<file path="src/rtl/bcp_imply_fifo_pkg.sv">
// Shared literal types and sizing for the BCP processing element.
// Latency: n/a (types and constants only).
// Backpressure: n/a.
package bcp_pkg;

  localparam int LIT_INDEX_MAX = 1024;
  localparam int CLA_LENGTH    = 3;
  // One extra bit so that a variable index can carry its polarity as a sign.
  localparam int LIT_W         = $clog2(LIT_INDEX_MAX) + 1;

  // Signed literal: +v / -v for variable v, 0 means "no literal".
  typedef logic signed [LIT_W-1:0] lit_t;

endpackage

</file>
<file path="src/rtl/bcp_imply_fifo_if.sv">
// Handshake bundle between the PE, the implied-literal FIFO and its consumer.
// Latency: n/a (wires only).
// Backpressure: in_ready / out_ready carry backpressure in each direction.
interface bcp_imply_fifo_if;
  import bcp_pkg::*;

  // PE result side
  logic in_valid;
  logic in_ready;
  logic in_imply;
  lit_t in_lit;
  logic in_confl;

  // Propagation-literal consumer side
  logic out_valid;
  logic out_ready;
  lit_t out_lit;

  // Producer/consumer view (testbench or surrounding logic)
  modport master (
    output in_valid, in_imply, in_lit, in_confl, out_ready,
    input  in_ready, out_valid, out_lit
  );

  // FIFO view
  modport slave (
    input  in_valid, in_imply, in_lit, in_confl, out_ready,
    output in_ready, out_valid, out_lit
  );

endinterface

</file>
<file path="src/rtl/bcp_imply_fifo_cam.sv">
// Combinational match of a candidate literal against all live FIFO entries (BCP_IMPLY_DEDUP_EN).
// Latency: 0 cycles, purely combinational.
// Backpressure: none; the caller decides what to do with the hit flags.
`ifdef BCP_IMPLY_DEDUP_EN
module bcp_imply_cam
  import bcp_pkg::*;
#(
  parameter int DEPTH = 16
) (
  input  lit_t             entries_i [DEPTH],
  input  logic [DEPTH-1:0] valid_i,
  input  lit_t             key_i,
  output logic             hit_pos_o,
  output logic             hit_neg_o
);

  lit_t neg_key;

  // Negation wraps within LIT_W, so the most negative literal maps to itself.
  assign neg_key = -key_i;

  // Scan every live entry for the same or the complementary literal.
  always_comb begin
    hit_pos_o = 1'b0;
    hit_neg_o = 1'b0;
    for (int i = 0; i < DEPTH; i++) begin
      if (valid_i[i]) begin
        if (entries_i[i] == key_i)   hit_pos_o = 1'b1;
        if (entries_i[i] == neg_key) hit_neg_o = 1'b1;
      end
    end
  end

endmodule
`endif

</file>
<file path="src/rtl/bcp_imply_fifo.sv">
// Buffers implied literals from the BCP PE and returns them in order; sticky conflict flag.
// Latency: 1 cycle push-to-head, no bypass; optional dedup via BCP_IMPLY_DEDUP_EN.
// Backpressure: in_ready drops only when full and not in conflict; conflict drains input silently.
module bcp_imply_fifo
  import bcp_pkg::*;
#(
  parameter int DEPTH = 16
) (
  input  logic                       clk,
  input  logic                       rst,
  input  logic                       flush,
  bcp_imply_fifo_if.slave            io,
  output logic                       conflict,
  output logic [$clog2(DEPTH+1)-1:0] count
);

  localparam int PTR_W = $clog2(DEPTH);
  localparam int CNT_W = $clog2(DEPTH + 1);

  lit_t             mem_q [DEPTH];
  logic [PTR_W-1:0] wr_ptr_q, wr_ptr_d;
  logic [PTR_W-1:0] rd_ptr_q, rd_ptr_d;
  logic [CNT_W-1:0] count_q, count_d;
  logic             conflict_q, conflict_d;

  logic full;
  logic in_ready;
  logic out_valid;
  logic accept;
  logic candidate;
  logic push;
  logic pop;
  logic hit_pos;
  logic hit_neg;

  assign full      = (count_q == CNT_W'(DEPTH));
  // While in conflict the stage swallows everything so the PE never stalls.
  assign in_ready  = !full || conflict_q;
  // Entries survive a conflict but are hidden from the consumer.
  assign out_valid = (count_q != '0) && !conflict_q;

  assign io.in_ready  = in_ready;
  assign io.out_valid = out_valid;
  assign io.out_lit   = out_valid ? mem_q[rd_ptr_q] : '0;

  assign accept    = io.in_valid && in_ready;
  assign candidate = accept && io.in_imply && (io.in_lit != '0) && !conflict_q;
  assign pop       = out_valid && io.out_ready;

`ifdef BCP_IMPLY_DEDUP_EN
  logic [DEPTH-1:0] live_mask;

  // An entry is live when its distance from the read pointer is below count,
  // which keeps the head visible to the compare even while it is popping.
  always_comb begin
    logic [PTR_W-1:0] offs;
    offs      = '0;
    live_mask = '0;
    for (int i = 0; i < DEPTH; i++) begin
      offs         = PTR_W'(i) - rd_ptr_q;
      live_mask[i] = ({1'b0, offs} < count_q);
    end
  end

  bcp_imply_cam #(
    .DEPTH (DEPTH)
  ) u_cam (
    .entries_i (mem_q),
    .valid_i   (live_mask),
    .key_i     (io.in_lit),
    .hit_pos_o (hit_pos),
    .hit_neg_o (hit_neg)
  );
`else
  assign hit_pos = 1'b0;
  assign hit_neg = 1'b0;
`endif

  // Duplicates are dropped; a complementary literal is a conflict, never stored.
  assign push = candidate && !hit_pos && !hit_neg;

  // Next-state for pointers, occupancy and the sticky conflict; flush overrides all.
  always_comb begin
    wr_ptr_d   = wr_ptr_q;
    rd_ptr_d   = rd_ptr_q;
    count_d    = count_q;
    conflict_d = conflict_q || (accept && io.in_confl) || (candidate && hit_neg);

    if (push) wr_ptr_d = wr_ptr_q + PTR_W'(1);
    if (pop)  rd_ptr_d = rd_ptr_q + PTR_W'(1);

    case ({push, pop})
      2'b10:   count_d = count_q + CNT_W'(1);
      2'b01:   count_d = count_q - CNT_W'(1);
      default: count_d = count_q;
    endcase

    if (flush) begin
      wr_ptr_d   = '0;
      rd_ptr_d   = '0;
      count_d    = '0;
      conflict_d = 1'b0;
    end
  end

  // Control state register with synchronous reset.
  always_ff @(posedge clk) begin
    if (rst) begin
      wr_ptr_q   <= '0;
      rd_ptr_q   <= '0;
      count_q    <= '0;
      conflict_q <= 1'b0;
    end else begin
      wr_ptr_q   <= wr_ptr_d;
      rd_ptr_q   <= rd_ptr_d;
      count_q    <= count_d;
      conflict_q <= conflict_d;
    end
  end

  // Literal storage; contents need no reset because out_lit is gated by out_valid.
  always_ff @(posedge clk) begin
    if (push && !flush && !rst) begin
      mem_q[wr_ptr_q] <= io.in_lit;
    end
  end

  assign conflict = conflict_q;
  assign count    = count_q;

endmodule

</file>
<file path="src/flat_wrapper.sv">
// flat-port wrapper written by rule: the top's interface ports become plain ports
module bcp_imply_fifo_flat import bcp_pkg::*;
#(
  parameter int DEPTH = 16
)
  (clk, rst, flush, conflict, count, io_in_valid, io_in_imply, io_in_lit, io_in_confl, io_out_ready, io_in_ready, io_out_valid, io_out_lit);
  bcp_imply_fifo_if io_i ();
  input  logic clk;
  input  logic rst;
  input  logic flush;
  output logic conflict;
  output logic [$clog2(DEPTH+1)-1:0] count;
  input wire logic [$bits(io_i.in_valid)-1:0] io_in_valid;
  input wire logic [$bits(io_i.in_imply)-1:0] io_in_imply;
  input wire logic [$bits(io_i.in_lit)-1:0] io_in_lit;
  input wire logic [$bits(io_i.in_confl)-1:0] io_in_confl;
  input wire logic [$bits(io_i.out_ready)-1:0] io_out_ready;
  output wire logic [$bits(io_i.in_ready)-1:0] io_in_ready;
  output wire logic [$bits(io_i.out_valid)-1:0] io_out_valid;
  output wire logic [$bits(io_i.out_lit)-1:0] io_out_lit;
  assign io_i.in_valid = io_in_valid;
  assign io_i.in_imply = io_in_imply;
  assign io_i.in_lit = io_in_lit;
  assign io_i.in_confl = io_in_confl;
  assign io_i.out_ready = io_out_ready;
  assign io_in_ready = io_i.in_ready;
  assign io_out_valid = io_i.out_valid;
  assign io_out_lit = io_i.out_lit;
  bcp_imply_fifo #(.DEPTH(DEPTH)) u_core (.clk(clk), .rst(rst), .flush(flush), .io(io_i), .conflict(conflict), .count(count));
endmodule
</file>
<file path="config.mk">
export PLATFORM = sky130hd
export DESIGN_NAME = bcp_imply_fifo_flat
export DESIGN_NICKNAME = d
export VERILOG_FILES = /design/src/rtl/bcp_imply_fifo_pkg.sv /design/src/rtl/bcp_imply_fifo_if.sv /design/src/rtl/bcp_imply_fifo_cam.sv /design/src/rtl/bcp_imply_fifo.sv /design/src/flat_wrapper.sv
export SDC_FILE = /design/constraint.sdc
export NUM_CORES = 1
export LEC_CHECK = 0
export BUFFER_PORTS_ARGS = -buffer_cell sky130_fd_sc_hd__buf_2
export CORE_MARGIN = 1
export CORE_UTILIZATION = 51
export DETAILED_ROUTE_END_ITERATION = 6
export PLACE_DENSITY = 0.68
export REMOVE_ABC_BUFFERS = 1
export SLEW_MARGIN = 20
export SYNTH_ARGS = -nofsm -noshare
export SYNTH_HDL_FRONTEND = slang
export SYNTH_SLANG_ARGS = --single-unit
</file>
<file path="constraint.sdc">
create_clock -name clk -period 2.7 [get_ports clk]
set_input_delay 0 -clock clk [delete_from_list [all_inputs] [get_ports clk]]
set_output_delay 0 -clock clk [all_outputs]
set_load 0.03 [all_outputs]
</file>
# [Word-level counts from Yosys, hierarchy flattened]
# Memory sizes are Yosys's and may differ from the RTL's. A register that Yosys moved wholly into a read port is not among the register bits.
# Cells that the tools add are included.
[op_classes] n_addsub=4 n_mul=0 n_div=0 magnitude_cmp=0 n_eq_ne=3 n_shift=0 muxes=6 n_bitwise=0 n_reduce_logical=19
[op_table] op="11-bit two-way mux" count=1
[op_table] op="11-bit nonzero test" count=1
[op_table] op="5-bit one-hot mux with 2 select lines" count=1
[op_table] op="1-bit logical AND" count=9
[op_table] op="4-bit by 1-bit adder with 4-bit output, second input constant" count=2
[op_table] op="4-bit two-way mux" count=2
[op_table] op="5-bit by 1-bit adder with 5-bit output, second input constant" count=1
[op_table] op="5-bit == test, second input constant" count=1
[op_table] op="5-bit nonzero test" count=1
[op_table] op="5-bit by 1-bit subtractor with 5-bit output, second input constant" count=1
[op_table] op="1-bit zero test" count=4
[op_table] op="2-bit by 1-bit == test with 1-bit output, second input constant" count=1
[op_table] op="2-bit == test, second input constant" count=1
[op_table] op="1-bit logical OR" count=2
[op_table] op="1-bit two-way mux" count=2
[op_table] op="2-bit nonzero test" count=1
[op_table] op="2-bit OR reduction" count=1
[totals] register_bits=14 latch_bits=0 ram_bits=176 romBits=0 inputBits=18 out_inout_bits=19 word_cells=37 mem_count=1
[memory_table] name="u_core.mem_q" depth=16 word_bits=11 read_ports=1 rd_clocked_by_memory_dff=1 wr=1 line_no="bcp_imply_fifo.sv:20" text="lit_t mem_q [DEPTH];"

# [Logic depth before layout (Yosys ltp)]
[logic_depth] depth_word=11 mapped_depth=9 ltp_nobuf=9

# [Worst setup path before layout]
# No wires, ideal clock.
[synth_timing] path_kind="reg-to-reg" from="register u_core.count_q[0] (netlist: u_core.count[0])" to="memory u_core.mem_q[0][0] (netlist bit), enable pin" setup_time_ns=0.393 arrival_time_ns=2.239 required_ns=2.307 path_slack_ns=0.068 path_stages_with_launch=5 path_buffers=0 period_less_slack_ns=2.632 path_cell_list="dfxtp_1 nor4_1 a211oi_2 nand4_1 nor3_1"
[synth_between] elab_chain_len=11
[synth_rtl] element="start: declaration" line_no="bcp_imply_fifo.sv:23" text="logic [CNT_W-1:0] count_q, count_d;"
[synth_rtl] element="start signal: assignment" line_no="bcp_imply_fifo.sv:116" text="count_q <= count_d;"
[synth_rtl] element="5-bit == test" line_no="bcp_imply_fifo.sv:36" text="assign full = (count_q == CNT_W'(DEPTH));"
[synth_rtl] element="1-bit zero test" line_no="bcp_imply_fifo.sv:38" text="assign in_ready = !full || conflict_q;"
[synth_rtl] element="1-bit logical OR" line_no="bcp_imply_fifo.sv:38"
[synth_rtl] element="1-bit logical AND" line_no="bcp_imply_fifo.sv:46" text="assign accept = io.in_valid && in_ready;"
[synth_rtl] element="1-bit logical AND (3 in series)" line_no="bcp_imply_fifo.sv:47" text="assign candidate = accept && io.in_imply && (io.in_lit != '0) && !conflict_q;"
[synth_rtl] element="1-bit logical AND (2 in series)" line_no="bcp_imply_fifo.sv:123" text="if (push && !flush && !rst) begin"
[synth_rtl] element="1-bit two-way mux" line_no="bcp_imply_fifo.sv:123"
[synth_rtl] element="1-bit two-way mux (not written as such)" line_no="bcp_imply_fifo.sv:124" text="mem_q[wr_ptr_q] <= io.in_lit;"
[synth_rtl] element="end: declaration" line_no="bcp_imply_fifo.sv:20"
# Every way passes these cells.

# [Worst setup path after layout]
[layout_timing] from="register u_core.count_q[3] (netlist: u_core.count[3])" to="register u_core.count_q[3] (netlist: u_core.count[3])"
[layout_between] elab_cells_between_ends=16 cone_classes="add/sub: 2; eq/ne: 3; mux: 1; reduce/logical: 10"
[layout_rtl] element="5-bit nonzero test *" line_no="bcp_imply_fifo.sv:40" text="assign out_valid = (count_q != '0) && !conflict_q;"
[layout_rtl] element="1-bit logical AND *" line_no="bcp_imply_fifo.sv:40"
[layout_rtl] element="1-bit logical AND *" line_no="bcp_imply_fifo.sv:48" text="assign pop = out_valid && io.out_ready;"
[layout_rtl] element="net u_core.pop" line_no="bcp_imply_fifo.sv:32" text="logic pop;"
[layout_rtl] element="2-bit by 1-bit == test with 1-bit output / 2-bit == test (equally long branches)" line_no="bcp_imply_fifo.sv:92" text="case ({push, pop})"
[layout_rtl] element="5-bit one-hot mux with 2 select lines / 2-bit nonzero test (equally long branches)"
# The timed path passes the listed nets; every way through them passes the cells marked *.
# A chain may end at the register's enable or synchronous reset.

==> reports/metrics.cfg <==
[pwr]
power.density_mw_per_mm2=623.5
p_total_mw=5.772
peakVddDrop_v=0.0004281
p_leak_nw=3.161

[drt]
via_per_inst=5.959
firstDrtPassIters=5
wl_mm=16.63
vias=4511
drtAntennaViolNets=0
drt_iter0_drc=446
wl_per_cell_um=21.96
drcViolationCount=0

[critical_path]
worst_setup_path_end_kind=flop
worst_setup_path_start_kind=flop
reg2reg_from=u_core.count[3]
crit_start=u_core.count[3]
path_class=reg -> reg
cp.arrival_ns=2.90
cp.required_ns=3.07
worst-path-max-fanout=6

[timing]
skew_ns=0.007090
max_freq_mhz=396.1
fin_crit_sh_pct=93.51
worst_slew_pin_slew_ns=0.5680
fin_crit_ns=2.525
slew_headroom_pct=62.14
grt_setup_unrepaired=false
slew_viol_final=0
finalSetupViolCount=0
hold_viol=0

[finish]
finalNonFillerCells=757
layout_commonest_cell=edfxtp_1
antenna_cells=0
nFillCells=1117
nets=584
drive_gt1_share_pct=28.65
areaGrowthSynthToFinish_pct=16.78
multiInputGateArea_sq_mm=0.002145
ff_latch_area_sq_mm=0.005648
final_cell_mix=edfxtp_1 (176), buf_4 (46), buf_2 (36), nand2_1 (30), mux4_2 (29)

[die]
die_w_um=126.7
core-area_sq_mm=0.01520
fp.dieH_um=126.7
die_area_sq_mm=0.01605
io_pins=37
num_rows=45
start_util_pct=52.15

[yosys]
postSynthCellCount=467
ys_warn_count=0
syn_area_per_cell_sq_um=16.98
synthesis.area_sq_mm=0.007928
synth_ff_type=edfxtp_1
seq_area_frac_synth_pct=71.21
synth-async-reset-ratio_pct=0
synth_enable_flop_cells=176
ys_ff_latch=194
ys_types=49

[placement]
port_buffers=36
globalplace.congestion=0.7714
dp_hpwl_mm=11.01
placed_cells=713

[job]
drv_cap=0

[global_route]
grt_pass1_wl_mm=25.76
grt_overflow=0
grt_max_degree=34
first_global_vias=4492
grt_use_total_pct=22.32
antenna_found_initial=0

[clock_network]
clk_pin_slew_ns=0.07
clkSinkCount=194
worstSkewPairLatency_ns=0.43
clockBufferDepth=2
cts_tree=built
cts_made_buffers=17
cts.htree.levels=4
root_buffer=clkbuf_16

[worst_hold_path]
hold_path_startpoint=io_in_lit[5]
hold_path_class=in -> reg

[outcome]
status=complete, no violations

==> sequential cells by signal, summed over array words and instances (netlist names), named ones only <==
register         cells
u_core.count         5
u_core.rd_ptr_q      4
u_core.mem_q       176
u_core.conflict      1
u_core.wr_ptr_q      4
==> path summary, 6_finish.rpt <==
kind	end	slack [ns]	cells after the start
setup / recovery	u_core.count[3]	0.18	9
hold / removal	u_core.mem_q[2][5]	0.02	2
setup reg to reg	u_core.count[3]	0.18	9
hold reg to reg	flop	0.53	2
==> metrics by stage <==
step	hold WS [ns]	setup TNS, ns	utilization (%)	area, sq um	worst slack [ns]
after floorplan	0.09887	-1.315	-	7777	-0.1968
after global placement	0.2684	0	56.44	8581	0.1896
after detailed placement	0.2797	0	56.44	8581	0.1419
after CTS	0.002163	0	60.77	9239	0.1165
after global routing	0.02359	0	60.90	9258	0.003722
final	0.01791	0	60.90	9258	0.1753
==> synthesized netlist by cell type (3+ instances only) <==
cell      instances  area, sq um
a211oi_1          3        22.52
or3_1             4        25.02
buf_6             3        33.78
edfxtp_1        176         5285
a22oi_1           6        45.04
ha_1              9        112.6
nor2b_1           5        31.28
buf_4             7        52.55
nor3_1           12        60.06
a211oi_2          6        75.07
a21oi_1           9        45.04
nor4_1            3        18.77
mux4_2           29        653.1
nand4_1           8        50.05
nand2_1          30        112.6
inv_1             6        22.52
nand3_1          14        70.07
mux2_2            3        33.78
and3_1            9        56.30
clkbuf_1          6        22.52
mux2i_1          28        280.3
and2_1            6        37.54
o21ai_0           3        15.01
a31oi_1           3        18.77
nor2_1           25        93.84
dfxtp_1          18        360.4
xor2_1            3        26.28
buf_1             3        11.26
buf_2             6        30.03
==> per-layer routing <==
layer / GRT usage [%] / up-vias / wire length, um
met3: 4.260 / 24 / 880
met5: 0 / - / 0
li1: - / 2025 / -
met1: 29.78 / 2321 / 6894
met2: 36.69 / 141 / 8554
met4: 8.683 / 0 / 297
==> final cells by class <==
| class | count | area share, % |
|---|---|---|
| flip-flops and latches | 194 | 61.01 |
| multi-input cells | 241 | 23.17 |
| repair buffers | 95 | 7.190 |
| clock buffers | 17 | 4.595 |
| well taps | 188 | 2.541 |
| clock inverters | 15 | 1.216 |
| inverters | 7 | 0.2838 |
==> worst max-delay path, cell delays in order (launching register included) <==
cell and delay [ns]:
dfxtp_1 0.37, or4_4 0.58, o211ai_2 0.24, inv_1 0.08
ha_2 0.24, ha_1 0.30, a21o_1 0.11, a21oi_1 0.07
or4_1 0.40, nand3_1 0.08
==> cell families after synthesis <==
| logic type | share of synthesized area (%) |
|---|---|
| AND/OR/NAND/NOR | 8.018 |
| flip-flops | 71.21 |
| XOR/XNOR | 0.4420 |
| AO/OA/AOI/OAI | 3.898 |
| buffers and inverters | 2.225 |
| adder cells (fa/ha/maj) | 1.673 |
| multiplexers | 12.53 |
==> where the power goes <==
part | leakage (nW) | total, mW | switching (mW) | internal [mW]
clock network | 0.268 | 2.31 | 1.05 | 1.26
logic | 1.17 | 0.183 | 0.118 | 0.0643
registers | 1.73 | 3.28 | 0.00488 | 3.28
==> repair_timing <==
action | in CTS | in global routing
endpoints found under the hold margin | 120 | 0
resized for setup | 0 | 3
hold buffers | 12 | 0
setup buffers | 0 | 0
setup endpoints to repair | 0 | 2
Power figures use the tool's default switching activity.
